<file path="config.mk">
export PLATFORM = sky130hd
export DESIGN_NAME = sonic_cb_tx_gearbox_flat
export DESIGN_NICKNAME = d
export VERILOG_FILES = /design/src/rtl/sonic_cb_tx_gearbox_pkg.sv /design/src/rtl/sonic_cb_tx_gearbox_if.sv /design/src/rtl/sonic_cb_tx_gearbox_gearbox.sv /design/src/rtl/sonic_cb_tx_gearbox.sv /design/src/flat_wrapper.sv
export SDC_FILE = /design/constraint.sdc
export NUM_CORES = 2
export LEC_CHECK = 0
export CORE_MARGIN = 1.5
export CORE_UTILIZATION = 45
export CTS_BUF_LIST = sky130_fd_sc_hd__clkbuf_2
export CTS_CLUSTER_SIZE = 12
export DETAILED_ROUTE_END_ITERATION = 6
export GPL_ROUTABILITY_DRIVEN = 0
export PLACE_DENSITY = 0.6
export SLEW_MARGIN = 20
export SYNTH_ARGS = -nofsm -noshare
export SYNTH_HDL_FRONTEND = slang
export SYNTH_HIERARCHICAL = 1
export SYNTH_SLANG_ARGS = --single-unit
</file>
<file path="constraint.sdc">
create_clock -name clk -period 27.9 [get_ports clk]
set_input_delay 8.37 -clock clk [delete_from_list [all_inputs] [get_ports clk]]
set_output_delay 8.37 -clock clk [all_outputs]
set_load 0.01 [all_outputs]
</file>
<file path="src/rtl/sonic_cb_tx_gearbox_pkg.sv">
// Shared widths and gearbox operation codes for the SONIC TX circular buffer.
package sonic_cb_tx_gearbox_pkg;

  localparam int unsigned SONIC_DMA_W    = 128;
  localparam int unsigned SONIC_PCS_W    = 40;
  localparam int unsigned SONIC_CB_DEPTH = 16;

  typedef enum logic [2:0] {
    GB_IDLE,
    GB_SHIFT,
    GB_POP_SHIFT,
    GB_UNDERFLOW,
    GB_PREFETCH,
    GB_FLUSH
  } gb_op_e;

endpackage

</file>
<file path="src/rtl/sonic_cb_tx_gearbox_if.sv">
// DMA write / PCS read / status bundle of the TX circular buffer.
interface sonic_cb_tx_gearbox_if #(
  parameter int unsigned IN_W  = sonic_cb_tx_gearbox_pkg::SONIC_DMA_W,
  parameter int unsigned OUT_W = sonic_cb_tx_gearbox_pkg::SONIC_PCS_W,
  parameter int unsigned AW    = $clog2(sonic_cb_tx_gearbox_pkg::SONIC_CB_DEPTH)
);

  logic             wr_valid;
  logic [IN_W-1:0]  wr_data;
  logic             wr_ready;
  logic             rd_en;
  logic [OUT_W-1:0] rd_data;
  logic             rd_valid;
  logic             underflow;
  logic [AW:0]      level;
  logic [AW:0]      af_thresh;
  logic             almost_full;

  modport master (
    output wr_valid, wr_data, rd_en, af_thresh,
    input  wr_ready, rd_data, rd_valid, underflow, level, almost_full
  );

  modport slave (
    input  wr_valid, wr_data, rd_en, af_thresh,
    output wr_ready, rd_data, rd_valid, underflow, level, almost_full
  );

endinterface

</file>
<file path="src/rtl/sonic_cb_tx_gearbox_gearbox.sv">
// Width gearbox: LSB-first residue shift register feeding registered output words.
module sonic_cb_gearbox
  import sonic_cb_tx_gearbox_pkg::*;
#(
  parameter int unsigned      IN_W      = SONIC_DMA_W,
  parameter int unsigned      OUT_W     = SONIC_PCS_W,
  parameter logic [OUT_W-1:0] IDLE_WORD = '0
) (
  input  logic             clk,
  input  logic             rst_n,
  input  logic             flush,
  input  logic             rd_en,
  input  logic             avail,
  input  logic [IN_W-1:0]  ram_data,
  output logic             pop_c,
  output logic [OUT_W-1:0] rd_data,
  output logic             rd_valid,
  output logic             underflow
);

  localparam int unsigned SRW = IN_W + OUT_W;
  localparam int unsigned BCW = $clog2(SRW);

  gb_op_e         op_c;
  logic [SRW-1:0] sr;
  logic [SRW-1:0] merged_c;
  logic [BCW-1:0] bc;

  // Next RAM word appended above the bc residue bits.
  assign merged_c = sr | (SRW'(ram_data) << bc);

  always_comb begin
    op_c = GB_IDLE;
    if (flush)                       op_c = GB_FLUSH;
    else if (rd_en) begin
      if (bc >= BCW'(OUT_W))         op_c = GB_SHIFT;
      else if (avail)                op_c = GB_POP_SHIFT;
      else                           op_c = GB_UNDERFLOW;
    end else if ((bc < BCW'(OUT_W)) && avail) begin
      op_c = GB_PREFETCH;
    end
  end

  assign pop_c = (op_c == GB_POP_SHIFT) || (op_c == GB_PREFETCH);

  always_ff @(posedge clk or negedge rst_n) begin
    if (!rst_n) begin
      sr        <= '0;
      bc        <= '0;
      rd_data   <= IDLE_WORD;
      rd_valid  <= 1'b0;
      underflow <= 1'b0;
    end else begin
      rd_valid  <= 1'b0;
      underflow <= 1'b0;
      case (op_c)
        GB_FLUSH: begin
          sr <= '0;
          bc <= '0;
          if (rd_en) rd_data <= IDLE_WORD;
        end
        GB_SHIFT: begin
          rd_data  <= sr[OUT_W-1:0];
          rd_valid <= 1'b1;
          sr       <= sr >> OUT_W;
          bc       <= bc - BCW'(OUT_W);
        end
        GB_POP_SHIFT: begin
          rd_data  <= merged_c[OUT_W-1:0];
          rd_valid <= 1'b1;
          sr       <= merged_c >> OUT_W;
          bc       <= bc + BCW'(IN_W - OUT_W);
        end
        GB_UNDERFLOW: begin
          rd_data   <= IDLE_WORD;
          underflow <= 1'b1;
        end
        GB_PREFETCH: begin
          sr <= merged_c;
          bc <= bc + BCW'(IN_W);
        end
        default: ;
      endcase
    end
  end

endmodule

</file>
<file path="src/rtl/sonic_cb_tx_gearbox.sv">
// TX circular buffer: flop RAM, pointers, level and flow control around the width gearbox.
module sonic_cb_tx_gearbox
  import sonic_cb_tx_gearbox_pkg::*;
#(
  parameter int unsigned               DATA_IN_WIDTH  = SONIC_DMA_W,
  parameter int unsigned               DATA_OUT_WIDTH = SONIC_PCS_W,
  parameter int unsigned               DEPTH          = SONIC_CB_DEPTH,
  parameter logic [DATA_OUT_WIDTH-1:0] IDLE_WORD      = '0
) (
  input logic                 clk,
  input logic                 rst_n,
  input logic                 flush,
  sonic_cb_tx_gearbox_if.slave bus
);

  localparam int unsigned AW = $clog2(DEPTH);
  localparam int unsigned LW = AW + 1;

  logic [DATA_IN_WIDTH-1:0] ram [DEPTH];
  logic [AW-1:0]            wr_ptr;
  logic [AW-1:0]            rd_ptr;
  logic [LW-1:0]            level;
  logic [LW-1:0]            level_next;
  logic                     wr_ready;
  logic                     we_c;
  logic                     pop_c;

  assign we_c = bus.wr_valid & wr_ready & ~flush;

  always_comb begin
    level_next = level;
    if (flush) begin
      level_next = '0;
    end else begin
      case ({we_c, pop_c})
        2'b10:   level_next = level + LW'(1);
        2'b01:   level_next = level - LW'(1);
        default: level_next = level;
      endcase
    end
  end

  // Storage carries no reset; validity is tracked by level alone.
  always_ff @(posedge clk) begin
    if (we_c) ram[wr_ptr] <= bus.wr_data;
  end

  always_ff @(posedge clk or negedge rst_n) begin
    if (!rst_n) begin
      wr_ptr   <= '0;
      rd_ptr   <= '0;
      level    <= '0;
      wr_ready <= 1'b0;
    end else begin
      level    <= level_next;
      wr_ready <= (level_next < LW'(DEPTH));
      if (flush) begin
        wr_ptr <= '0;
        rd_ptr <= '0;
      end else begin
        if (we_c)  wr_ptr <= wr_ptr + AW'(1);
        if (pop_c) rd_ptr <= rd_ptr + AW'(1);
      end
    end
  end

  assign bus.wr_ready    = wr_ready;
  assign bus.level       = level;
  assign bus.almost_full = (level >= bus.af_thresh);

  sonic_cb_gearbox #(
    .IN_W      (DATA_IN_WIDTH),
    .OUT_W     (DATA_OUT_WIDTH),
    .IDLE_WORD (IDLE_WORD)
  ) u_gearbox (
    .clk       (clk),
    .rst_n     (rst_n),
    .flush     (flush),
    .rd_en     (bus.rd_en),
    .avail     (level != '0),
    .ram_data  (ram[rd_ptr]),
    .pop_c     (pop_c),
    .rd_data   (bus.rd_data),
    .rd_valid  (bus.rd_valid),
    .underflow (bus.underflow)
  );

endmodule

</file>
<file path="src/flat_wrapper.sv">
// flat-port wrapper written by rule: the top's interface ports become plain ports
module sonic_cb_tx_gearbox_flat import sonic_cb_tx_gearbox_pkg::*;
#(
  parameter int unsigned               DATA_IN_WIDTH  = SONIC_DMA_W,
  parameter int unsigned               DATA_OUT_WIDTH = SONIC_PCS_W,
  parameter int unsigned               DEPTH          = SONIC_CB_DEPTH,
  parameter logic [DATA_OUT_WIDTH-1:0] IDLE_WORD      = '0
)
  (clk, rst_n, flush, bus_wr_valid, bus_wr_data, bus_rd_en, bus_af_thresh, bus_wr_ready, bus_rd_data, bus_rd_valid, bus_underflow, bus_level, bus_almost_full);
  sonic_cb_tx_gearbox_if #(.IN_W((128)), .OUT_W((40)), .AW((4))) bus_i ();
  input logic clk;
  input logic rst_n;
  input logic flush;
  input wire logic [$bits(bus_i.wr_valid)-1:0] bus_wr_valid;
  input wire logic [$bits(bus_i.wr_data)-1:0] bus_wr_data;
  input wire logic [$bits(bus_i.rd_en)-1:0] bus_rd_en;
  input wire logic [$bits(bus_i.af_thresh)-1:0] bus_af_thresh;
  output wire logic [$bits(bus_i.wr_ready)-1:0] bus_wr_ready;
  output wire logic [$bits(bus_i.rd_data)-1:0] bus_rd_data;
  output wire logic [$bits(bus_i.rd_valid)-1:0] bus_rd_valid;
  output wire logic [$bits(bus_i.underflow)-1:0] bus_underflow;
  output wire logic [$bits(bus_i.level)-1:0] bus_level;
  output wire logic [$bits(bus_i.almost_full)-1:0] bus_almost_full;
  assign bus_i.wr_valid = bus_wr_valid;
  assign bus_i.wr_data = bus_wr_data;
  assign bus_i.rd_en = bus_rd_en;
  assign bus_i.af_thresh = bus_af_thresh;
  assign bus_wr_ready = bus_i.wr_ready;
  assign bus_rd_data = bus_i.rd_data;
  assign bus_rd_valid = bus_i.rd_valid;
  assign bus_underflow = bus_i.underflow;
  assign bus_level = bus_i.level;
  assign bus_almost_full = bus_i.almost_full;
  sonic_cb_tx_gearbox #(.DATA_IN_WIDTH(DATA_IN_WIDTH), .DATA_OUT_WIDTH(DATA_OUT_WIDTH), .DEPTH(DEPTH), .IDLE_WORD(IDLE_WORD)) u_core (.clk(clk), .rst_n(rst_n), .flush(flush), .bus(bus_i));
endmodule
</file>
Word-level counts from Yosys, hierarchy flattened

Memory sizes are Yosys's and may differ from the RTL's.
Index checks and enable logic that the tools add are counted.

Flip-flop bits (word level): 232
Latch bits: 0
RAM bits: 2048
Bits in read-only memories: 0
Input bits: 138
Output and inout bits: 49
Memories: 1

Add/subtract/negate cells: 7
Multiply operators: 0
Divide/modulo/power cells: 0
Magnitude comparators: 4
Eq/ne operators: 8
Shifts and indexed selects: 1
Mux-type cells: 19
Bitwise gates (word level): 4
Reduce and logical (&&, ||, !) cells: 9

Memory list:

| memory     | depth | width | rd ports | clocked after memory_dff | wr ports | RTL line                  | source |
|---|---|---|---|---|---|---|---|
| u_core.ram | 16    | 128   | 1        | 0                        | 1        | sonic_cb_tx_gearbox.sv:19 | `logic [DATA_IN_WIDTH-1:0] ram [DEPTH];` |

Operators by type and width:

| cell                | count |
|---|---|
| $pmux 168 s4        | 1 |
| $or 168x168->168    | 1 |
| $shl 128x8->168     | 1 |
| $pmux 40 s4         | 1 |
| $mux 40             | 1 |
| $pmux 8 s4          | 1 |
| $mux 4              | 4 |
| $pmux 5 s2          | 1 |
| $mux 3              | 3 |
| $add 4x1->4 const B | 2 |
| $add 8x7->8 const B | 1 |
| $add 8x8->8 const B | 1 |
| $ge 8x6->1 const B  | 1 |
| $lt 8x6->1 const B  | 1 |
| $reduce_bool 4->1   | 2 |
| $sub 8x6->8 const B | 1 |
| $eq 3x2->1 const B  | 2 |
| $eq 3x3->1 const B  | 2 |
| $add 5x1->5 const B | 1 |
| $ge 5x5->1          | 1 |
| $lt 5x5->1 const B  | 1 |
| $mux 1              | 5 |
| $mux 5              | 1 |
| $reduce_bool 5->1   | 1 |
| other kinds (13)    | 15 |

Logic depth before layout (Yosys ltp)

Depth after elaboration: 11
Mapped depth: 14

Modules after synthesis

The synthesis kept the hierarchy.

By module, submodules not included:

| module              | times used | cells each | area an instance (um^2) | seq. area each (um^2) |
|---|---|---|---|---|
| sonic_cb_tx_gearbox | 1          | 3256       | 77445.5                 | 61849.3 |
| sonic_cb_gearbox    | 1          | 1711       | 16298.1                 | 5380.2 |

Worst setup path after synthesis

No wires, ideal clock.

Kind: input-to-reg
Start: in bus_wr_valid
End: mem u_core/ram[1][0] in the netlist's numbering (enable)
Setup time: 0.772 ns
Arrival time: 17.522 ns
Required time: 27.128 ns
Setup slack: 9.606 ns
Stages: 4
Cells stage by stage: nand2_1 -> nor2_1 -> nand2_1 -> nor3_1

Cells in the longest elaborated chain, start to end: 4

Ends and longest elaborated chain:

| element                      | RTL line                  | source |
|---|---|---|
| start, declared              | flat_wrapper.sv:14        | `input wire logic [$bits(bus_i.wr_valid)-1:0] bus_wr_valid;` |
| $and 1x1->1 (2 in a row)     | sonic_cb_tx_gearbox.sv:28 | `assign we_c = bus.wr_valid & wr_ready & ~flush;` |
| $mux 1                       | sonic_cb_tx_gearbox.sv:45 | `if (we_c) ram[wr_ptr] <= bus.wr_data;` |
| $mux 1 (implied by the code) | sonic_cb_tx_gearbox.sv:45 |  |
| end, declared                | sonic_cb_tx_gearbox.sv:19 |  |

Every way passes these cells.

Worst setup path after layout

Start: in bus_af_thresh[0]
End: out bus_almost_full

Cells in the longest elaborated chain, start to end: 1

Ends and longest elaborated chain:

| element         | RTL line                  | source |
|---|---|---|
| start, declared | flat_wrapper.sv:17        | `input wire logic [$bits(bus_i.af_thresh)-1:0] bus_af_thresh;` |
| $ge 5x5->1      | sonic_cb_tx_gearbox.sv:69 | `assign bus.almost_full = (level >= bus.af_thresh);` |
| end, declared   | flat_wrapper.sv:23        | `output wire logic [$bits(bus_i.almost_full)-1:0] bus_almost_full;` |

Every way passes these cells.

==> impl_metrics.csv <==
group,metric,value,unit
critical_path,cp-end-kind,"primary output",
sta,timing.final.crit_share,66.2,%
global_route,grt_pass1_wl,393000,µm
sta,final_critical_path_setup_slack,9430,ps
global_route,overflow,0,
critical_path,cpPeakStageDelay,490,ps
clocking,cts.path.max_buffers,4,
logic_synthesis,synth.lib_cells_used.distinct,78,
route,wl_per_cell,31.5,µm
finish,num-nets-final,5679,
sta,max_slew_margin,11.8,%
finish,area_delta_synth_final,10.7,%
route,drc_errors,1,
pwr,power.total,8.13,mW
floorplanning,row_count,167,
clocking,tritoncts.num_buffers,602,
worst_hold_path,hold_class,"reg2reg",
finish,finalNonFillerCells,8705,
floorplanning,die-height,459,µm
logic_synthesis,ys_seq_area_share,71.7,%
placement,io_buffer_count,186,
logic_synthesis,syn_area_cell,18.9,µm²
logic_synthesis,synth.most_common_cell,"sky130_fd_sc_hd__edfxtp_1",
logic_synthesis,synth_largest_type_area_fraction,65.6,%
worst_hold_path,hp-start,"u_core/u_gearbox/sr[159]$_DFFE_PN0P_",
run_status,status,"finished, violations left",
pwr,powerDensity,78.3,nW/µm²
critical_path,r2r_slack,21210,ps
critical_path,r2r.worst_path.cells,12,
floorplanning,initial_util,45.3,%
critical_path,crit_path_cell_trace,"clkdlybuf4s50_1 -> ha_1 -> nand2b_1 -> a21o_1 -> a21oi_1 -> o21ai_0 -> clkdlybuf4s50_1",
route,vias,54500,
logic_synthesis,synth_area_leaders,"sky130_fd_sc_hd__edfxtp_1 (66%), sky130_fd_sc_hd__mux4_2 (14%), sky130_fd_sc_hd__dfrtp_1 (6.1%)",
critical_path,critical_path.most_common_cell,"sky130_fd_sc_hd__clkdlybuf4s50_1",
run,number_of_violations_of_the_max_capacitance_limit,0,
placement,dp_hpwl,153000,µm
logic_synthesis,syn-cell-area,93700,µm²
pwr,pwr-share-clk,27.4,%
route,avgViaCountPerCell,6.27,
floorplanning,core_area,207000,µm²
logic_synthesis,synth_top_area_cell,"sky130_fd_sc_hd__edfxtp_1",
logic_synthesis,postSynthRegisterBits,2277,
pwr,leakage,34.0,nW
floorplanning,io_pins,187,
placement,placement.setup.worst_slack,9420,ps
clocking,clockRootBuffer,"sky130_fd_sc_hd__clkbuf_2",
placement,placed_cell_area,98700,µm²
route,drt-pass1-iter-count,7,
pwr,p_sw_share,33.0,%
finish,final_layout_size_suffix_gt1_share,30.6,%
placement,dp.cells,7708,
sta,setup_viol,0,
pwr,cell_internal_pwr,5.44,mW
logic_synthesis,yosys_warnings,6,
logic_synthesis,async_flop_share,10.1,%
critical_path,critical_path.slowest_cell,"sky130_fd_sc_hd__clkdlybuf4s50_1",
sta,max_transition_viols_final,0,
pwr,p_comb_share,24.5,%
global_route,grt_antenna_before_repair,30,
clocking,clk_pin_slew,90,ps
floorplanning,dieArea,211000,µm²
sta,final_hold_violation_count,0,
sta,rsz0062_at_grt,"false",
logic_synthesis,ys.flop_type,"sky130_fd_sc_hd__edfxtp_1",
critical_path,crit_buf_inv,2,
run_status,violations,"design-rule violations",
clocking,insertion_delay,1990,ps
critical_path,worstPathRequired,19530,ps
logic_synthesis,synth-edff-count,2048,
sta,minimum_clock_period_after_layout,18470,ps
global_route,first_global_vias,55300,
critical_path,critical_path_peak_fanout,1,
global_route,pin_count_of_the_biggest_net_entering_global_routing,138,
logic_synthesis,synth_cells,4967,
clocking,ctsHoldBuffers,0,
worst_hold_path,hold-path-endpoint,"u_core/u_gearbox/sr[119]$_DFFE_PN0P_",
critical_path,worst-endpoint-arrival,10100,ps
logic_synthesis,post_synthesis_net_count,5121,
sta,setup_total_negative_slack,0,ps
clocking,postCtsSetupRepairBufs,0,
sta,worst_slew_pin_slew,1320,ps
route,total_detailed_routing_wirelength,275000,µm
critical_path,path_class,"in2out",
worst_hold_path,min_path_cells,2,
clocking,cts_htree_levels,6,
pwr,p_sw,2.69,mW
logic_synthesis,top_cells_by_count_synth,"sky130_fd_sc_hd__edfxtp_1 (2048), sky130_fd_sc_hd__mux4_2 (585), sky130_fd_sc_hd__a22oi_1 (336)",
critical_path,critical_path.reg2reg.endpoint,"u_core/u_gearbox/sr[43]$_DFFE_PN0P_",
clocking,clock_tree_from_tritoncts,"done",
route,detailedRoute.firstIterationViolations,6418,
critical_path,regToRegStartpoint,"u_core/rd_ptr[1]$_DFFE_PN0P_",
global_route,grt_util_all_layers,25.9,%
floorplanning,die_outline_width,459,µm
pwr,seq_power_share,48.1,%
sta,achievable-frequency,54.2,MHz
pwr,peakVddDrop,0.0000472,V
route,ant_nets,0,
clocking,cts_repair_resize_count,0,
critical_path,worst_path_dominant_cell_family,"buffers and inverters",
finish,final_standard_cell_area_without_fillers,104000,µm²
clocking,clkSinkCount,2277,
critical_path,startpoint_type,"input pin",
sta,clock-skew-final,292,ps
==> state kept, by name, summed over array words and instances (netlist names) <==
register and count:
u_core/ram 2048, u_core/u_gearbox/sr 168, u_core/u_gearbox/rd_data 40, u_core/bus.level 5, u_core/u_gearbox/bc 5, u_core/rd_ptr 4, u_core/wr_ptr 4, u_core/bus.wr_ready 1
u_core/u_gearbox/rd_valid 1, u_core/u_gearbox/underflow 1
==> worst max-delay path by stage <==
stage                           startpoint                    endpoint  slack [ps]  cells past startpoint
after floorplan               bus_wr_valid  u_core/ram[1][0]$_DFFE_PP_        9610                      4
after CTS                 bus_af_thresh[0]             bus_almost_full        9420                      7
after detailed placement  bus_af_thresh[0]             bus_almost_full        9420                      7
after global placement    bus_af_thresh[0]             bus_almost_full        9360                      7
final                     bus_af_thresh[0]             bus_almost_full        9430                      7
after global routing      bus_af_thresh[0]             bus_almost_full        9370                      7
==> kinds of logic (layout without fill, tap and decap cells) <==
logic type | Yosys count | after routing | synth area share [%]
flip-flops | 2277 | 2277 | 71.7
AO/OA/AOI/OAI | 948 | 948 | 7.27
multiplexers | 754 | 754 | 16.0
AND/OR/NAND/NOR | 550 | 550 | 2.64
buffers and inverters | 414 | 1347 | 2.05
adder cells (fa/ha/maj) | 16 | 16 | 0.214
XOR/XNOR | 8 | 8 | 0.0747
other | 0 | 17 | 0
==> worst register-to-register path, cell delays in order, from the launching register on <==
cell	delay, ps
sky130_fd_sc_hd__dfrtp_4	740
sky130_fd_sc_hd__buf_4	700
sky130_fd_sc_hd__buf_4	730
sky130_fd_sc_hd__buf_4	820
sky130_fd_sc_hd__buf_4	750
sky130_fd_sc_hd__mux4_2	450
sky130_fd_sc_hd__a22oi_1	240
sky130_fd_sc_hd__nand2_1	510
sky130_fd_sc_hd__mux2_2	600
sky130_fd_sc_hd__mux4_2	540
sky130_fd_sc_hd__and2_0	190
sky130_fd_sc_hd__o31ai_1	220
sky130_fd_sc_hd__o211ai_1	120
==> cell usage in the layout (no fill, tap or decap), types with 8 or more instances in the layout <==
cell type / Yosys / routed
sky130_fd_sc_hd__a31o_2: 9 / 9
sky130_fd_sc_hd__and3_1: 10 / 9
sky130_fd_sc_hd__o21ai_1: 42 / 42
sky130_fd_sc_hd__diode_2: 0 / 17
sky130_fd_sc_hd__o21ai_0: 38 / 38
sky130_fd_sc_hd__clkdlybuf4s50_1: 0 / 184
sky130_fd_sc_hd__nor2_4: 0 / 14
sky130_fd_sc_hd__a21oi_1: 133 / 131
sky130_fd_sc_hd__o22ai_1: 65 / 65
sky130_fd_sc_hd__inv_2: 2 / 13
sky130_fd_sc_hd__a22o_1: 32 / 32
sky130_fd_sc_hd__nand2_1: 329 / 329
sky130_fd_sc_hd__buf_12: 0 / 11
sky130_fd_sc_hd__a221o_1: 39 / 39
sky130_fd_sc_hd__o211ai_1: 52 / 52
sky130_fd_sc_hd__nand2b_1: 9 / 9
sky130_fd_sc_hd__a31oi_1: 41 / 41
sky130_fd_sc_hd__nor2b_1: 24 / 20
sky130_fd_sc_hd__clkbuf_2: 1 / 868
sky130_fd_sc_hd__mux4_2: 585 / 585
sky130_fd_sc_hd__a222oi_1: 35 / 35
sky130_fd_sc_hd__a211oi_1: 17 / 16
sky130_fd_sc_hd__ha_1: 16 / 16
sky130_fd_sc_hd__a32oi_1: 13 / 13
sky130_fd_sc_hd__bufinv_16: 0 / 8
sky130_fd_sc_hd__mux2_2: 120 / 120
sky130_fd_sc_hd__a221oi_1: 32 / 32
sky130_fd_sc_hd__inv_1: 53 / 53
sky130_fd_sc_hd__clkinv_1: 2 / 78
sky130_fd_sc_hd__edfxtp_1: 2048 / 2048
sky130_fd_sc_hd__a21o_1: 9 / 9
sky130_fd_sc_hd__dfrtp_1: 229 / 224
sky130_fd_sc_hd__a22oi_1: 336 / 336
sky130_fd_sc_hd__o221ai_1: 16 / 16
sky130_fd_sc_hd__nand3_1: 28 / 28
sky130_fd_sc_hd__mux2i_1: 46 / 46
sky130_fd_sc_hd__buf_4: 56 / 113
sky130_fd_sc_hd__nor2_1: 86 / 69
==> power by group through the flow <==
stage	logic (mW)	registers, mW	clock network [mW]
2_1_floorplan	1.29	3.95	0
3_3_place_gp	1.93	3.98	0
3_5_place_dp	1.93	3.98	0
4_1_cts	1.94	3.90	2.30
5_1_grt	2.07	3.92	2.47
6_report	1.99	3.91	2.23
==> final cells by class <==
class                      count  area (µm²)
antenna                       17        42.5
clock buffer                 868        4340
clock inverter               111         672
fill                       17200      103000
inverter                      57         214
multi-input combinational   2276       24900
sequential                  2277       67200
tap                         2788        3490
timing repair buffer         311        2940
==> per-layer routing <==
metal / GRT usage, % / up-vias / share of wire, %
li1: - / 22300 / -
met2: 38.4 / 3079 / 45
met4: 9.75 / 24 / 3.2
met1: 36.4 / 28600 / 41
met5: 0 / - / 0.059
met3: 7.51 / 556 / 10
==> metrics by stage <==
| stage | util [%] | hold slack [ps] |
|---|---|---|
| after floorplan | - | 439 |
| after global placement | 47.7 | 450 |
| after detailed placement | 47.7 | 467 |
| after CTS | 50.1 | 454 |
| after global routing | 50.1 | 500 |
| final | 50.1 | 446 |
Note: power is estimated with default switching activity, not from simulation.
